**src/rtl/spi_seq_pkg.sv**
```systemverilog
// spi_seq_pkg: register map, op codes and FSM states shared by the SPI-lite sequencer
package spi_seq_pkg;
  localparam logic [6:0] ADDR_SRR   = 7'h40;
  localparam logic [6:0] ADDR_SPICR = 7'h60;
  localparam logic [6:0] ADDR_SPISR = 7'h64;
  localparam logic [6:0] ADDR_DTR   = 7'h68;
  localparam logic [6:0] ADDR_DRR   = 7'h6C;
  localparam logic [6:0] ADDR_SSR   = 7'h70;
  localparam logic [31:0] SRR_KEY   = 32'h0000_000A;
  localparam logic [31:0] SSR_DESEL = 32'hFFFF_FFFF;
  localparam logic [31:0] SSR_SEL   = 32'hFFFF_FFFE;
  typedef enum logic [1:0] {
    OP_XFER        = 2'd0,
    OP_CS_ASSERT   = 2'd1,
    OP_CS_DEASSERT = 2'd2,
    OP_RSVD        = 2'd3
  } op_e;
  typedef enum logic [3:0] {
    S_INIT_SRR,
    S_INIT_CR,
    S_INIT_SS,
    S_IDLE,
    S_CS_ASSERT,
    S_CS_DEASSERT,
    S_WR_DTR,
    S_POLL,
    S_RD_DRR,
    S_RESP
  } state_e;
endpackage

```
**src/rtl/axi_lite_master_port.sv**
```systemverilog
// axi_lite_master_port: single-outstanding AXI-lite write/read engine
module axi_lite_master_port
  import spi_seq_pkg::*;
(
  input  logic        clock_i,
  input  logic        reset_i,
  input  logic        start_wr_i,
  input  logic        start_rd_i,
  input  logic [6:0]  addr_i,
  input  logic [31:0] data_i,
  output logic        done_o,
  output logic [31:0] rdata_o,
  output logic        err_o,
  output logic        m_aw_valid_o,
  input  logic        m_aw_ready_i,
  output logic [6:0]  m_aw_addr_o,
  output logic        m_w_valid_o,
  input  logic        m_w_ready_i,
  output logic [31:0] m_w_data_o,
  output logic [3:0]  m_w_strb_o,
  input  logic        m_b_valid_i,
  output logic        m_b_ready_o,
  input  logic [1:0]  m_b_resp_i,
  output logic        m_ar_valid_o,
  input  logic        m_ar_ready_i,
  output logic [6:0]  m_ar_addr_o,
  input  logic        m_r_valid_i,
  output logic        m_r_ready_o,
  input  logic [31:0] m_r_data_i,
  input  logic [1:0]  m_r_resp_i
);
  logic        aw_valid_q, w_valid_q, b_ready_q, ar_valid_q, r_ready_q, done_q, err_q;
  logic [6:0]  aw_addr_q, ar_addr_q;
  logic [31:0] w_data_q, rdata_q;
  always_ff @(posedge clock_i) begin
    if (reset_i) begin
      aw_valid_q <= 1'b0;
      w_valid_q  <= 1'b0;
      b_ready_q  <= 1'b0;
      ar_valid_q <= 1'b0;
      r_ready_q  <= 1'b0;
      done_q     <= 1'b0;
      err_q      <= 1'b0;
      aw_addr_q  <= '0;
      ar_addr_q  <= '0;
      w_data_q   <= '0;
      rdata_q    <= '0;
    end else begin
      done_q <= 1'b0;
      if (aw_valid_q && m_aw_ready_i) aw_valid_q <= 1'b0;
      if (w_valid_q && m_w_ready_i) w_valid_q <= 1'b0;
      if (b_ready_q && m_b_valid_i) begin
        b_ready_q <= 1'b0;
        done_q    <= 1'b1;
        err_q     <= |m_b_resp_i;
      end
      if (ar_valid_q && m_ar_ready_i) begin
        ar_valid_q <= 1'b0;
        r_ready_q  <= 1'b1;
      end
      if (r_ready_q && m_r_valid_i) begin
        r_ready_q <= 1'b0;
        done_q    <= 1'b1;
        err_q     <= |m_r_resp_i;
        rdata_q   <= m_r_data_i;
      end
      if (start_wr_i) begin
        aw_valid_q <= 1'b1;
        w_valid_q  <= 1'b1;
        b_ready_q  <= 1'b1;
        aw_addr_q  <= addr_i;
        w_data_q   <= data_i;
      end
      if (start_rd_i) begin
        ar_valid_q <= 1'b1;
        ar_addr_q  <= addr_i;
      end
    end
  end
  assign done_o       = done_q;
  assign err_o        = err_q;
  assign rdata_o      = rdata_q;
  assign m_aw_valid_o = aw_valid_q;
  assign m_aw_addr_o  = aw_addr_q;
  assign m_w_valid_o  = w_valid_q;
  assign m_w_data_o   = w_data_q;
  assign m_w_strb_o   = 4'hF;
  assign m_b_ready_o  = b_ready_q;
  assign m_ar_valid_o = ar_valid_q;
  assign m_ar_addr_o  = ar_addr_q;
  assign m_r_ready_o  = r_ready_q;
endmodule

```
**src/rtl/spi_lite_sequencer.sv**
```systemverilog
// spi_lite_sequencer: command-driven AXI-lite master for the quad-SPI controller IP
module spi_lite_sequencer
  import spi_seq_pkg::*;
#(
  parameter logic [31:0] SPICR_INIT = 32'h0000_0086,
  parameter int          POLL_LIMIT = 1024,
  parameter int          POLL_W     = 11
) (
  input  logic        clock_i,
  input  logic        reset_i,
  input  logic        cmd_valid_i,
  output logic        cmd_ready_o,
  input  logic [1:0]  cmd_op_i,
  input  logic [7:0]  cmd_data_i,
  output logic        rsp_valid_o,
  input  logic        rsp_ready_i,
  output logic [7:0]  rsp_data_o,
  output logic        rsp_err_o,
  output logic        init_done_o,
  output logic        m_aw_valid_o,
  input  logic        m_aw_ready_i,
  output logic [6:0]  m_aw_addr_o,
  output logic        m_w_valid_o,
  input  logic        m_w_ready_i,
  output logic [31:0] m_w_data_o,
  output logic [3:0]  m_w_strb_o,
  input  logic        m_b_valid_i,
  output logic        m_b_ready_o,
  input  logic [1:0]  m_b_resp_i,
  output logic        m_ar_valid_o,
  input  logic        m_ar_ready_i,
  output logic [6:0]  m_ar_addr_o,
  input  logic        m_r_valid_i,
  output logic        m_r_ready_o,
  input  logic [31:0] m_r_data_i,
  input  logic [1:0]  m_r_resp_i
);
  state_e              state_q;
  logic                issued_q, err_q, cmd_ready_q, rsp_valid_q, rsp_err_q, init_done_q;
  logic [7:0]          tx_q, rsp_data_q;
  logic [POLL_W-1:0]   poll_cnt_q, poll_cnt_d;
  logic                is_wr, is_rd, start_wr, start_rd, eng_done, eng_err;
  logic [6:0]          acc_addr;
  logic [31:0]         acc_data, eng_rdata;
  logic                unused_rdata;
  always_comb begin
    is_wr      = state_q inside {S_INIT_SRR, S_INIT_CR, S_INIT_SS, S_CS_ASSERT, S_CS_DEASSERT, S_WR_DTR};
    is_rd      = state_q inside {S_POLL, S_RD_DRR};
    start_wr   = is_wr && !issued_q;
    start_rd   = is_rd && !issued_q;
    acc_addr   = state_q == S_INIT_SRR ? ADDR_SRR :
                 state_q == S_INIT_CR  ? ADDR_SPICR :
                 state_q == S_WR_DTR   ? ADDR_DTR :
                 state_q == S_POLL     ? ADDR_SPISR :
                 state_q == S_RD_DRR   ? ADDR_DRR : ADDR_SSR;
    acc_data   = state_q == S_INIT_SRR  ? SRR_KEY :
                 state_q == S_INIT_CR   ? SPICR_INIT :
                 state_q == S_CS_ASSERT ? SSR_SEL :
                 state_q == S_WR_DTR    ? {24'h0, tx_q} : SSR_DESEL;
    poll_cnt_d = poll_cnt_q + 1'b1;
  end
  always_ff @(posedge clock_i) begin
    if (reset_i) begin
      state_q     <= S_INIT_SRR;
      issued_q    <= 1'b0;
      err_q       <= 1'b0;
      cmd_ready_q <= 1'b0;
      rsp_valid_q <= 1'b0;
      rsp_err_q   <= 1'b0;
      rsp_data_q  <= '0;
      init_done_q <= 1'b0;
      tx_q        <= '0;
      poll_cnt_q  <= '0;
    end else begin
      if (start_wr || start_rd) issued_q <= 1'b1;
      if (eng_done) begin
        issued_q <= 1'b0;
        err_q    <= err_q | eng_err;
      end
      case (state_q)
        S_INIT_SRR: if (eng_done) state_q <= S_INIT_CR;
        S_INIT_CR:  if (eng_done) state_q <= S_INIT_SS;
        S_INIT_SS: if (eng_done) begin
          state_q     <= S_IDLE;
          init_done_q <= 1'b1;
          cmd_ready_q <= 1'b1;
        end
        S_IDLE: if (cmd_valid_i && cmd_ready_q) begin
          cmd_ready_q <= 1'b0;
          tx_q        <= cmd_data_i;
          poll_cnt_q  <= '0;
          err_q       <= 1'b0;
          rsp_data_q  <= '0;
          case (op_e'(cmd_op_i))
            OP_XFER:        state_q <= S_WR_DTR;
            OP_CS_ASSERT:   state_q <= S_CS_ASSERT;
            OP_CS_DEASSERT: state_q <= S_CS_DEASSERT;
            default: begin
              state_q <= S_RESP;
              err_q   <= 1'b1;
            end
          endcase
        end
        S_CS_ASSERT, S_CS_DEASSERT: if (eng_done) state_q <= S_RESP;
        S_WR_DTR: if (eng_done) state_q <= S_POLL;
        S_POLL: if (eng_done) begin
          poll_cnt_q <= poll_cnt_d;
          if (!eng_rdata[0]) state_q <= S_RD_DRR;
          else if (poll_cnt_d == POLL_W'(POLL_LIMIT)) begin
            state_q <= S_RESP;
            err_q   <= 1'b1;
          end
        end
        S_RD_DRR: if (eng_done) begin
          rsp_data_q <= eng_rdata[7:0];
          state_q    <= S_RESP;
        end
        S_RESP: if (!rsp_valid_q) begin
          rsp_valid_q <= 1'b1;
          rsp_err_q   <= err_q;
        end else if (rsp_ready_i) begin
          rsp_valid_q <= 1'b0;
          state_q     <= S_IDLE;
          cmd_ready_q <= 1'b1;
        end
        default: state_q <= S_INIT_SRR;
      endcase
    end
  end
  axi_lite_master_port u_port (
    .clock_i      (clock_i),
    .reset_i      (reset_i),
    .start_wr_i   (start_wr),
    .start_rd_i   (start_rd),
    .addr_i       (acc_addr),
    .data_i       (acc_data),
    .done_o       (eng_done),
    .rdata_o      (eng_rdata),
    .err_o        (eng_err),
    .m_aw_valid_o (m_aw_valid_o),
    .m_aw_ready_i (m_aw_ready_i),
    .m_aw_addr_o  (m_aw_addr_o),
    .m_w_valid_o  (m_w_valid_o),
    .m_w_ready_i  (m_w_ready_i),
    .m_w_data_o   (m_w_data_o),
    .m_w_strb_o   (m_w_strb_o),
    .m_b_valid_i  (m_b_valid_i),
    .m_b_ready_o  (m_b_ready_o),
    .m_b_resp_i   (m_b_resp_i),
    .m_ar_valid_o (m_ar_valid_o),
    .m_ar_ready_i (m_ar_ready_i),
    .m_ar_addr_o  (m_ar_addr_o),
    .m_r_valid_i  (m_r_valid_i),
    .m_r_ready_o  (m_r_ready_o),
    .m_r_data_i   (m_r_data_i),
    .m_r_resp_i   (m_r_resp_i)
  );
  assign unused_rdata = ^eng_rdata[31:8];
  assign cmd_ready_o  = cmd_ready_q;
  assign rsp_valid_o  = rsp_valid_q;
  assign rsp_data_o   = rsp_data_q;
  assign rsp_err_o    = rsp_err_q;
  assign init_done_o  = init_done_q;
endmodule

```
**config.mk**
```make
export PLATFORM = sky130hd
export DESIGN_NAME = spi_lite_sequencer
export DESIGN_NICKNAME = d
export VERILOG_FILES = /design/src/rtl/spi_seq_pkg.sv /design/src/rtl/axi_lite_master_port.sv /design/src/rtl/spi_lite_sequencer.sv
export SDC_FILE = /design/constraint.sdc
export NUM_CORES = 1
export LEC_CHECK = 0
export BUFFER_PORTS_ARGS = -buffer_cell sky130_fd_sc_hd__buf_2
export CORE_UTILIZATION = 50
export DETAILED_ROUTE_END_ITERATION = 7
export GPL_TIMING_DRIVEN = 1
export PLACE_DENSITY = 0.79
export SETUP_SLACK_MARGIN = 0.2
export SYNTH_ARGS = -nofsm -noshare
export SYNTH_HDL_FRONTEND = slang
export SYNTH_SLANG_ARGS = --single-unit
```
**constraint.sdc**
```tcl
create_clock -name clock_i -period 3.5 [get_ports clock_i]
set_clock_uncertainty 0.05 [all_clocks]
set_input_delay 0.175 -clock clock_i [delete_from_list [all_inputs] [get_ports clock_i]]
set_output_delay 0.175 -clock clock_i [all_outputs]
set_load 0.005 [all_outputs]
```
# [Yosys cells after proc, flatten, opt, wreduce, memory -nomap -nowiden]
# Cells that the tools add are included.
[word_totals] regBits=98 input_bits=55 out_inout_bits=67 elab_cells=136
[op_classes] add_sub_neg=1 n_eq_ne=23 n_mux=54 bitwise=2 n_reduce_logical=35
[ops] operator="32-bit two-way mux" count=4
[ops] operator="4-bit two-way mux" count=11
[ops] operator="4-bit one-hot mux with 8 select lines" count=1
[ops] operator="1-bit two-way mux" count=24
[ops] operator="11-bit two-way mux" count=2
[ops] operator="11-bit one-hot mux with 2 select lines" count=1
[ops] operator="5-bit two-way mux" count=4
[ops] operator="4-bit by 3-bit == test with 1-bit output (second input constant)" count=4
[ops] operator="8-bit two-way mux" count=2
[ops] operator="8-bit one-hot mux with 2 select lines" count=1
[ops] operator="2-bit nonzero test" count=8
[ops] operator="2-bit by 1-bit inequality test with 1-bit output (second input constant)" count=7
[ops] operator="4-bit one-hot mux with 3 select lines" count=1
[ops] operator="11-bit by 1-bit adder with 11-bit output (second input constant)" count=1
[ops] operator="11-bit == test (second input constant)" count=1
[ops] operator="10-bit AND reduction" count=1
[ops] operator="4-bit by 2-bit == test with 1-bit output (second input constant)" count=2
[ops] operator="4-bit == test (second input constant)" count=2
[ops] operator="1-bit logical AND" count=8
[ops] operator="2-bit OR reduction" count=4
[ops] operator="6-bit two-way mux" count=1
[ops] operator="2-bit inequality test (second input constant)" count=3
[ops] operator="2-bit AND reduction" count=3
[ops] operator="3-bit AND reduction" count=2
[ops] operator="16 further kinds" count=17

# [Logic depth before layout (Yosys ltp)]
[logic_depth] word_depth=6 depth_mapped=8 mapped_depth_nobuf=6

# [Modules after synthesis]
# From an unflattened synthesis, not the netlist that was laid out.
[hier_totals] hier_cells=595 hier_area_um2=5222.5
[modules_own_cells] mod="axi_lite_master_port" instances=1 cells_per_inst=323 area_per_inst_um2=3114.2
[modules_own_cells] mod="spi_lite_sequencer" instances=1 cells_per_inst=272 area_per_inst_um2=2108.3

# [Least setup slack after synthesis]
# OpenSTA, ideal clock, no wires.
[synth_timing] path_type="register -> register" from="register poll_cnt_q[0]" to="register poll_cnt_q[10]" setup_ps=88 arrival_time_ps=1536 required_ps=3362 setup_slack_ps=1825 path_stages_with_launch=7 path_buffers=0 cell_sequence="dfxtp_1 ha_1 nand2_1 or4_4 nor2_2 nor2_1 a311oi_2"
[synth_via] elab_chain_cells=3
[synth_rtl] element="start: declaration" line="spi_lite_sequencer.sv:41" rtl="logic [POLL_W-1:0] poll_cnt_q, poll_cnt_d;"
[synth_rtl] element="start signal: assignment" line="spi_lite_sequencer.sv:107" rtl="poll_cnt_q <= poll_cnt_d;"
[synth_rtl] element="11-bit by 1-bit adder with 11-bit output" line="spi_lite_sequencer.sv:60" rtl="poll_cnt_d = poll_cnt_q + 1'b1;"
[synth_rtl] element="11-bit two-way mux" line="spi_lite_sequencer.sv:106" rtl="S_POLL: if (eng_done) begin"
[synth_rtl] element="11-bit one-hot mux with 2 select lines" line="spi_lite_sequencer.sv:80" rtl="case (state_q)"
# Every way passes these cells. The select of a mux whose other input is x is not followed.
# A chain may end at the register's enable or synchronous reset.

# [Worst setup path in the final report]
[layout_timing] from="register state_q[1]" to="register poll_cnt_q[5]"
[layout_via] elab_chain_cells=3
[layout_rtl] element="start: declaration" line="spi_lite_sequencer.sv:38" rtl="state_e state_q;"
[layout_rtl] element="start signal: assignment" line="spi_lite_sequencer.sv:64" rtl="state_q <= S_INIT_SRR;"
[layout_rtl] element="start signal: assignment" line="spi_lite_sequencer.sv:81" rtl="S_INIT_SRR: if (eng_done) state_q <= S_INIT_CR;"
[layout_rtl] element="start signal: assignment" line="spi_lite_sequencer.sv:82" rtl="S_INIT_CR: if (eng_done) state_q <= S_INIT_SS;"
[layout_rtl] element="4-bit by 2-bit == test with 1-bit output / 4-bit by 3-bit == test with 1-bit output (equally long branches)" line="spi_lite_sequencer.sv:80"
[layout_rtl] element="2-bit inequality test (no line), or another cell as far along"
[layout_rtl] element="3-bit AND reduction (no line)"
# Parallel ways exist; a longest one is shown, timed or not.

==> flow_summary.ini <==
[placed_design]
port_buffers = 89
gp_congestion = 0.868
post-place-ws_ns = 1.26
hpwl_um = 5480

[cells_and_area]
final_common_cell = buf_2
area_delta_synth_final_pct = 13.5
mostFrequentLayoutCells = buf_2 (89), dfxtp_1 (71), nor2_1 (60)
drive_gt1_share_pct = 25.3
nets = 529
n_fill_cell = 578
num_antenna_cells = 0

[setup_path]
crit_path_top_delay_cell = dfxtp_1
path_class = flop to flop
reg2reg_from = state_q[1]
rr_endpoint = poll_cnt_q[5]
end_kind = flop
crit_required_ns = 3.69
crit_fanout = 22
reg2reg_slack_ns = 1.18
crit_start = state_q[1]
cpMostUsedCell = a21oi_1
crit_path_max_incr_delay_ns = 0.82
start_kind = flop
crit_chain = nand3b_1 -> a21oi_1 -> o21ai_0 -> a21oi_1 -> nor2_1
endpoint = poll_cnt_q[5]
cp.arrival_ns = 2.51
r2r_cells = 5

[clocking]
cts_made_buffers = 9
post_cts_buffers = 0
post_cts_resized = 0
clkTransAtPathRegs_ns = 0.08
clkSinkCount = 71
cts_max_path_buffers = 2
cts_tree = done
postCtsHoldBufs = 5
clock_latency_ns = 0.36
root_buffer = clkbuf_8
cts_max_level = 3

[route]
drc = 2
routedWlPerCell_um = 14.6
vias = 3135
via_per_inst = 5.65
drt_iter0_markers = 171
antenna_left = 0
dr.pass1.iters = 8
finalWirelength_um = 8110

[die]
die_area_sq_um = 7180
core_sq_um = 6490
num_rows = 29
die_h_um = 84.7
die_w_um = 84.7
initial_utilization_pct = 52.7
top_level_ports = 122

[global_route]
grt-ovfl-total = 0
antenna_found_initial = 0
grt_max_degree = 49
grt_pass1_vias = 2804
gr-usage-all-layers_pct = 23.4
met1_usage_pct = 29.9
grt_pass1_wl_um = 13400
grtUsageMet3_pct = 6.49
top_usage_layer = met2
grt.met2_usage_pct = 38.0

[pwr]
p_per_area_nw_per_um2 = 414
peakVddDrop_mv = 0.345
p_leak_uw = 0.00160
finalPower_uw = 1610

[yosys]
synth_edf_count = 0
yosysSeqAreaShare_pct = 41.5
async_flop_share_pct = 0
synth_warnings = 0
synthFlopType = dfxtp_1
synth_area_sq_um = 3420
synthCells = 417
yosysUniqueCellTypes = 61
synth_area_per_cell_sq_um = 8.21
ys_ff_latch = 71

[sta]
tns_ns = 0
final_hold_viol_count = 0
max_clock_freq_ghz = 0.431
fin_crit_sh_pct = 66.3
fin_ws_ns = 1.18
max_slew_margin_pct = 43.2
whs_ns = 0.00591
rsz0062_at_grt = no
fin_crit_ns = 2.32
report.final.slew_viol_count = 0
setup_violations = 0
worst_pin_slew_ns = 0.853

[run]
cap_viol_max_count = 0

[worst_hold_path]
hold-path-cell-count = 3
worstHoldPathType = input port to flop

[outcome]
status = complete, but fails checks
violations = design-rule violations
## worst min-delay path by stage
stage	slack, ns	to	start
after floorplan	0.26	u_port.rdata_o[1]	m_r_data_i[1]
after global placement	0.36	tx_q[4]	cmd_data_i[4]
after detailed placement	0.37	tx_q[4]	cmd_data_i[4]
after CTS	0.0007	tx_q[5]	cmd_data_i[5]
after global routing	0.0005	u_port.rdata_o[5]	m_r_data_i[5]
final	0.006	tx_q[2]	cmd_data_i[2]
## cell usage after synthesis (all sizes together) (7+ instances only)
library cell,count,area share [%]
dfxtp,71,42
nor2,63,7.1
nand2,46,5.1
buf,45,9.5
a21oi,38,5.6
o21ai,15,2.2
clkbuf,12,1.3
mux2i,11,3.2
nor3,11,1.8
nand2b,9,1.6
a22oi,8,1.8
nand3,8,1.3
nor3b,7,1.5
## layer usage
layer	wire length (um)	part of all wire [%]	vias up
met2	3880	48	113
met5	0	0	-
met4	87	1.1	0
li1	-	-	1523
met1	3590	44	1489
met3	552	6.8	10
## layout make-up
type	count	area [sq um]	area share (%)
clock buffers	9	124	3.19
flip-flops and latches	71	1420	36.6
repair buffers	96	510	13.1
well taps	77	96.3	2.48
clock inverters	7	78.8	2.03
multi-input cells	289	1630	42.0
inverters	6	22.5	0.580
## power by group
| part | switching (uW) | internal (uW) | leakage [uW] | total (uW) |
|---|---|---|---|---|
| logic | 53.2 | 42.0 | 0.000922 | 95.2 |
| registers | 16.2 | 821 | 0.000575 | 837 |
| clock network | 340 | 338 | 0.000105 | 677 |
## cell families after synthesis
family,Yosys count,share of synthesized area [%]
flops,71,41.5
other cells,2,0.219
fa+ha+maj,1,0.365
buf+inv,63,11.5
simple gates,171,24.1
mux,13,3.87
xor+xnor,3,0.768
compound gates,93,17.7
## flip-flops by register name, indices dropped and copies added, names as in the netlist, 4 cells and up
register and flops:
u_port.m_w_data_o 9, tx_q 8, rsp_data_o 8, u_port.m_ar_addr_o 5, poll_cnt_q 11, state_q 4
u_port.m_aw_addr_o 5, u_port.rdata_o 8
## through the flow
step | cell area (sq um) | std cells | util (%)
6_report | 3880 | 555 | 59.8
5_1_grt | 3880 | 555 | 59.8
4_1_cts | 3880 | 555 | 59.8
3_5_place_dp | 3630 | 534 | 55.9
3_3_place_gp | 3630 | 534 | 55.9
2_1_floorplan | 3450 | 423 | -
## worst max-delay path: cells and delay by family, from the launching register on
family           cells  cell delay [ns]
AO/OA/AOI/OAI        3             1.12
AND/OR/NAND/NOR      2             0.22
flip-flops           1             0.82
No activity file was read; power rests on OpenSTA's default activity.
